<file path="src/rtl/fifo_drain.sv">
// Drains a read-latency-1 FIFO into a valid/ready stream, either a fixed
// number of entries or until the FIFO runs empty, through a 2-entry skid buffer.
module fifo_drain #(
  parameter int unsigned WIDTH = 8,
  parameter int unsigned CNT_W = 10
) (
  input  logic             clk,
  input  logic             rst_n,
  input  logic             start,
  input  logic             abort,
  input  logic [CNT_W-1:0] burst_len,
  input  logic             fifo_empty,
  input  logic             fifo_we_n,
  input  logic [WIDTH-1:0] fifo_dout,
  output logic             fifo_oe_n,
  output logic [WIDTH-1:0] m_data,
  output logic             m_valid,
  input  logic             m_ready,
  output logic             busy,
  output logic             done,
  output logic [CNT_W-1:0] rd_count
);

  typedef enum logic [1:0] {IDLE, RUN, FLUSH, DONE} state_t;

  state_t           state;
  state_t           state_nxt;
  logic [CNT_W-1:0] len_q;
  logic             in_flight;
  logic [WIDTH-1:0] buf1;
  logic             buf1_vld;
  logic             pop_c;
  logic             rd_fire_c;
  logic             len_hit_c;
  logic [1:0]       load_c;

  // Occupancy counts the slot freed by this edge's transfer, so a read can be
  // issued every cycle while the stream keeps accepting.
  assign pop_c     = m_valid & m_ready;
  assign load_c    = 2'(m_valid) + 2'(buf1_vld) + 2'(in_flight) - 2'(pop_c);
  assign len_hit_c = (len_q != '0) && (rd_count == len_q);
  assign rd_fire_c = (state == RUN) && !fifo_empty && fifo_we_n && !len_hit_c
                     && (load_c < 2'd2);
  assign fifo_oe_n = ~rd_fire_c;

  // Next-state logic; abort overrides every transition.
  always_comb begin
    state_nxt = state;
    case (state)
      IDLE:    if (start) state_nxt = RUN;
      RUN:     if (len_hit_c || ((len_q == '0) && fifo_empty && !in_flight))
                 state_nxt = FLUSH;
      FLUSH:   if (load_c == 2'd0) state_nxt = DONE;
      DONE:    state_nxt = IDLE;
      default: state_nxt = IDLE;
    endcase
    if (abort) state_nxt = IDLE;
  end

  // State register with registered status flags.
  always_ff @(posedge clk) begin
    if (!rst_n) begin
      state <= IDLE;
      busy  <= 1'b0;
      done  <= 1'b0;
    end else begin
      state <= state_nxt;
      busy  <= (state_nxt != IDLE);
      done  <= (state_nxt == DONE);
    end
  end

  // Burst length latch and read counter.
  always_ff @(posedge clk) begin
    if (!rst_n) begin
      len_q    <= '0;
      rd_count <= '0;
    end else if ((state == IDLE) && start && !abort) begin
      len_q    <= burst_len;
      rd_count <= '0;
    end else if (rd_fire_c) begin
      rd_count <= rd_count + CNT_W'(1);
    end
  end

  // In-flight tracking and 2-entry output buffer; m_data/m_valid is the head.
  always_ff @(posedge clk) begin
    if (!rst_n) begin
      in_flight <= 1'b0;
      m_valid   <= 1'b0;
      m_data    <= '0;
      buf1_vld  <= 1'b0;
      buf1      <= '0;
    end else if (abort) begin
      in_flight <= 1'b0;
      m_valid   <= 1'b0;
      buf1_vld  <= 1'b0;
    end else begin
      in_flight <= rd_fire_c;
      case ({in_flight, pop_c})
        2'b10: begin
          if (!m_valid) begin
            m_data  <= fifo_dout;
            m_valid <= 1'b1;
          end else begin
            buf1     <= fifo_dout;
            buf1_vld <= 1'b1;
          end
        end
        2'b01: begin
          m_data   <= buf1;
          m_valid  <= buf1_vld;
          buf1_vld <= 1'b0;
        end
        2'b11: begin
          if (buf1_vld) begin
            m_data <= buf1;
            buf1   <= fifo_dout;
          end else begin
            m_data <= fifo_dout;
          end
        end
        default: ;
      endcase
    end
  end

endmodule
</file>
<file path="config.mk">
export PLATFORM = sky130hd
export DESIGN_NAME = fifo_drain
export DESIGN_NICKNAME = d
export VERILOG_FILES = /design/src/rtl/fifo_drain.sv
export SDC_FILE = /design/constraint.sdc
export NUM_CORES = 1
export LEC_CHECK = 0
export CORE_AREA = 8 8 94 96
export DETAILED_ROUTE_END_ITERATION = 7
export DIE_AREA = 0 0 102 104
export SLEW_MARGIN = 15
export SYNTH_ARGS = -nofsm -noshare
export SYNTH_HDL_FRONTEND = slang
export SYNTH_SLANG_ARGS = --single-unit
</file>
<file path="constraint.sdc">
create_clock -name clk -period 5.04 [get_ports clk]
set_clock_uncertainty 0.1 [all_clocks]
set_input_delay 1.512 -clock clk [delete_from_list [all_inputs] [get_ports clk]]
set_output_delay 1.512 -clock clk [all_outputs]
set_load 0.01 [all_outputs]
</file>
==> run metrics, run 1 <==
synthesized flop and latch total 43; gr ovfl total 0; vias in the first global route 1888; hold buffers post-CTS 0; CORE AREA between 0.007 and 0.008 mm2; Setup violations, final 0; wire length on met2 2.44 mm; power per cell area 251 mW/mm2; period utilization 0.984; Post-synth ARST share 0; TritonCTS Buffers 5; dpl hpwl 3.85 mm; Worst-path clk slew 0.07 ns; placed cell count 376; Pwr Total roughly 750 uW; WHS 0.403 ns; Sum Neg Setup Slack 0 ns; minimum clock period 4.96 ns; clock root buffer clkbuf_8; DR WL/cell 13.3 um; H-tree Lvls 2; synthesized area between 0.002 and 0.0025 mm2; global-route wire length before repair 8.87 mm; gr usage total 0.102; Worst Path Arrival 3.35 ns; clock buffer depth 2; vias after detailed routing 1840; routability cong. 0.747; num ports 47; pin count of the biggest net entering global routing 30; die width 102 um; DR pass1 iterations 4; sequential fraction of the synthesis area 0.405; initial core utilization 0.286; initial antenna violation count 0; CP startpoint kind primary input; Non-Filler Instances 396; Max Cap Viol 0; DR WL met3 338 um; Fin. Hold Viols 0; clk_lat worst skew between 0.2 and 0.3 ns; main flop type after synthesis dfxtp_1; DP Area around 0.0027 mm2; Antenna Cells 0; Syn Area/Cell 9.21 um2; worst-path maximum fanout 4; syn nets 263; RSZ-0062 raised after global routing false; post-synth top area share 0.405; initial drt markers 101; post-route cell area approximately 0.0030 mm2; Slew HR 0.414; Vias/cell roughly 4.6; Synth area leaders dfxtp_1 (40%), nand2_1 (6.2%), mux2i_1 (6.1%), xnor2_1 (4.1%), o211a_1 (3.8%); Max Slew Vio Count 0; Ys Warns 0; Syn Inst Count 231; WS Path Type primary input to primary output; uppermost layer routed met4; CTS tree built; nets 325; Post-Route M1 WL 2.46 mm; Post-synth EDFFs 0; Worst Setup End Kind primary output; # clock sinks 43; Total Wirelength 5.26 mm; FMAX 202 MHz; FP Rows 32; Routed Antenna Nets 0; worst hold path class flip-flop to flip-flop; Tightest Pin Transition 0.876 ns; status completed; Max rail drop VDD 120 uV; die span in y around 100 um; Layout area overhead 40.3%; ratio of cells with drive above 1 in the final layout 0.133; CP Data Required Time 3.43 ns; number of port buffers 46; area leader, netlist dfxtp_1; Synth cell types 39; die area between 0.01 and 0.015 mm2; P_leak 1.10 nW; DRC viols 0
-- routing by layer --
metal	vias up	global-route usage
li1	958	-
met1	846	0.124
met2	34	0.168
met3	2	0.0328
met4	0	0.0262
met5	-	0
-- timing repair --
| action | in CTS | in global routing |
|---|---|---|
| cloned | 0 | 0 |
| setup endpoints to repair | 1 | 11 |
| buffers inserted | 12 | 0 |
| pin swaps | 2 | 1 |
| resized for setup | 5 | 3 |
-- critical path: stages --
cell and delay, ns:
clkdlybuf4s50_1 0.45, and2_4 0.15, ha_4 0.21, fa_2 0.36
xor2_2 0.16, and3_1 0.19, nand2b_1 0.08, clkdlybuf4s15_2 0.23
-- layout by cell type (no fill, tap or decap), types with 6 or more instances in the layout --
| master | netlist | layout |
|---|---|---|
| a21boi_0 | 10 | 10 |
| a21oi_1 | 11 | 11 |
| a22oi_1 | 8 | 8 |
| buf_4 | 0 | 18 |
| clkdlybuf4s50_1 | 0 | 45 |
| dfxtp_1 | 43 | 43 |
| mux2i_1 | 13 | 13 |
| nand2_1 | 35 | 35 |
| nand2b_1 | 7 | 7 |
| nor2b_1 | 10 | 10 |
| o211a_1 | 8 | 8 |
| or4_1 | 6 | 6 |
| xnor2_1 | 10 | 10 |
-- flip-flops by register name (all words and copies together), names as in the netlist --
register   flops
m_data         8
done           1
len_q         10
buf1_vld       1
busy           1
in_flight      1
state          2
m_valid        1
buf1           8
rd_count      10
-- synthesized netlist by cell type, types with 2 or more instances --
master	count
o211a_1	8
clkbuf_1	8
o21ai_0	3
or4_1	6
a22oi_1	8
nand2b_1	7
nor3_1	4
nand4_1	5
dfxtp_1	43
a21oi_1	11
a21boi_0	10
nor2b_1	10
nand2_1	35
a211oi_1	3
ha_1	6
inv_1	5
nor2_1	5
o31ai_1	5
mux2i_1	13
and3_1	3
xnor2_1	10
nand3_1	5
and2_1	2
-- stage by stage --
step	setup slack, ns	util
3_3_place_gp	-0.336	0.367
4_1_cts	0.0115	0.399
3_5_place_dp	-0.361	0.367
5_1_grt	0.0102	0.401
2_1_floorplan	0.509	-
6_report	0.0810	0.401
-- layout make-up --
| cell class | count | area, um2 |
|---|---|---|
| Inverter | 5 | 18.8 |
| Fill cell | 794 | 4460 |
| Timing Repair Buffer | 64 | 597 |
| Clock inverter | 2 | 60.1 |
| Tap cell | 102 | 128 |
| Sequential cell | 43 | 861 |
| Multi-Input combinational cell | 174 | 1250 |
| Clock buffer | 6 | 72.6 |
-- where the power goes --
| part | leakage (nW) | internal, mW | total, mW | switching (mW) |
|---|---|---|---|---|
| Clock | 0.0654 | 0.198 | 0.318 | 0.120 |
| Combinational | 0.684 | 0.0431 | 0.0800 | 0.0369 |
| Sequential | 0.348 | 0.345 | 0.351 | 0.00580 |
-- final timing paths --
kind | startpoint | to | depth (start not counted) | slack [ns]
setup reg to reg | m_valid$_SDFFE_PP0N_ | rd_count[4]$_SDFFE_PP0P_ | 20 | 1.36
hold / removal | len_q[3]$_SDFFE_PN0P_ | len_q[3]$_SDFFE_PN0P_ | 2 | 0.40
hold reg to reg | len_q[3]$_SDFFE_PN0P_ | len_q[3]$_SDFFE_PN0P_ | 2 | 0.40
setup / recovery | m_ready | fifo_oe_n | 8 | 0.08
-- cells by family after synthesis --
kind of cell             count (synthesis)  share of synthesized area
XOR/XNOR                                11                     0.0453
multiplexers                            13                     0.0612
AND/OR/NAND/NOR                         93                      0.245
AO/OA/AOI/OAI                           50                      0.171
buffers and inverters                   14                     0.0282
flip-flops                              43                      0.405
adder cells (fa/ha/maj)                  7                     0.0447
Note: power is estimated with default switching activity, not from simulation.
==> run 2: changes to the inputs <==
CORE_AREA = 8 8 98 91   (was 8 8 94 96)
DIE_AREA = 0 0 106 99   (was 0 0 102 104)
==> run 2 against run 1 <==
Against the previous run:
- via count is 0.27% higher
- die area is 1.1% lower
- setup slack better by 0.077 ns
- global-route usage barely moved
- highest routed layer unchanged
- routed wire length about the same
- worst hold slack got worse by 0.0068 ns
- sequential share of layout area increased by 1.2 points
- power shrank 9.5%
==> run metrics, run 2 (same netlist as run 1, synthesis figures left out) <==
worst-path maximum fanout 2; DR WL/cell 13.8 um; initial core utilization 0.291; P_leak between 1 and 1.5 nW; die span in y 99 um; multi-input logic area 0.00124 mm2; gr usage total 0.102; initial antenna violation count 0; placed cell count between 300 and 400; # fillers 730; die area about 0.010 mm2; top flop regs len_q x10, rd_count x10; GR Layer Usage met2 0.163; status completed; Fin. Hold Viols 0; num ports 47; global-route wire length before repair approximately 9 mm; post-route cell area 0.00286 mm2; Total Wirelength 5.26 mm; # clock sinks 43; gr busiest metal met2; vias in the first global route roughly 1800; CP cell instances clkdlybuf4s50_1 -> and2_4 -> ha_4 -> fa_2 -> xor2_2 -> and3_4 -> nand2b_1 -> clkbuf_2; CP Buf/Inv Count 2; most frequent cells in the layout clkdlybuf4s50_1 (45), dfxtp_1 (43), nand2_1 (35), mux2i_1 (13), a21oi_1 (11); met1 global-route usage 0.128; vias after detailed routing 1845; FMAX 205 MHz; Setup violations, final 0; CP Data Required Time 3.43 ns; FP Rows 30; DP Area 0.00273 mm2; Slowest-stage cell, CP clkdlybuf4s50_1; Seq. cell area 861 um2; Worst Path Arrival 3.27 ns; Non-Filler Instances 380; Slew HR 0.358; nets 315; family with the most delay on the worst path buffers and inverters; Vias/cell 4.86; Antenna Cells 0; TritonCTS Buffers 5; worst hold path class flip-flop to flip-flop; CORE AREA 0.00732 mm2; dpl hpwl 3.83 mm; clk_lat worst skew about 0.30 ns; power per cell area 237 mW/mm2; initial drt markers 58; H-tree Lvls 2; RSZ-0062 raised after global routing false; clock root buffer clkbuf_8; pin count of the biggest net entering global routing 30; period utilization 0.969; gr ovfl total 0; routability cong. 0.772; Max Slew Vio Count 0; CP startpoint kind primary input; final worst setup slack 0.158 ns; pre-CTS WS -0.326 ns; Max Cap Viol 0; Worst-path clk slew 0.08 ns; minimum clock period ~5 ns; DRC viols 0; CTS tree built; DR pass1 iterations 4; Max rail drop VDD 92.9 uV; WS Path Type primary input to primary output; Routed Antenna Nets 0; die width 106 um; Worst Setup End Kind primary output; number of port buffers 46; crit-path max cell delay about 0.46 ns; met3 Use GR 0.0267; Layout area overhead 34.5%; most common cell after layout, fill and taps aside clkdlybuf4s50_1; Pwr Total 678 uW; clock buffer depth 2; ratio of cells with drive above 1 in the final layout 0.102; Tightest Pin Transition between 0.9 and 1 ns; Final Util 0.391
-- run 2: cell count changes in the layout (fill, tap and decap cells not counted), sizes merged --
cell	change
buf	-10
bufinv	-2
clkbuf	+2
clkdlybuf4s15	-1
clkinvlp	+1
-- run 2: path summary, 6_finish.rpt --
path / startpoint / endpoint / slack [ns] / cells past startpoint
max: m_ready / fifo_oe_n / 0.16 / 8
min: len_q[1]$_SDFFE_PN0P_ / len_q[1]$_SDFFE_PN0P_ / 0.40 / 2
max reg2reg: m_valid$_SDFFE_PP0N_ / rd_count[8]$_SDFFE_PP0P_ / 2.23 / 8
min reg2reg: len_q[1]$_SDFFE_PN0P_ / len_q[1]$_SDFFE_PN0P_ / 0.40 / 2
-- run 2: layout make-up --
| cell class | count | share of cell area |
|---|---|---|
| Multi-Input combinational cell | 174 | 0.434 |
| Sequential cell | 43 | 0.301 |
| Timing Repair Buffer | 54 | 0.180 |
| Tap cell | 96 | 0.0420 |
| Clock buffer | 7 | 0.0337 |
| Inverter | 5 | 0.00656 |
| Clock inverter | 1 | 0.00262 |
-- run 2: per-stage QoR --
stage	setup TNS [ns]	hold WS [ns]
after floorplan	0	0.364
after global routing	0	0.437
after detailed placement	-0.326	0.389
after CTS	0	0.404
final	0	0.397
after global placement	-0.268	0.383
-- run 2: worst min-delay path, stage by stage, from the launching register on --
cell and delay (ns):
dfxtp_1 0.34, nand2_1 0.05, a21boi_0 0.06
-- run 2: where the power goes --
group	internal (mW)	switching [mW]	leakage [nW]
Sequential	0.345	0.00588	0.348
Combinational	0.0431	0.0388	0.639
Clock	0.125	0.121	0.0505
-- run 2: timing repair --
item	CTS	global route
buffers inserted	1	0
endpoints found under the setup margin	1	1
gates resized for setup	4	4
hold buffers	0	0
pin swaps	2	1
-- run 2: layer usage --
layer / share of wire / vias up
met2: 0.45 / 42
met4: 0.015 / 0
li1: - / 938
met3: 0.052 / 8
met5: 0 / -
met1: 0.48 / 857
==> run 3: changes to the inputs <==
CTS_BUF_LIST = sky130_fd_sc_hd__clkbuf_8 sky130_fd_sc_hd__clkbuf_16   (was not set)
==> results of run 3 <==
Final layout, timing and power as in run 2 (identical DEF).
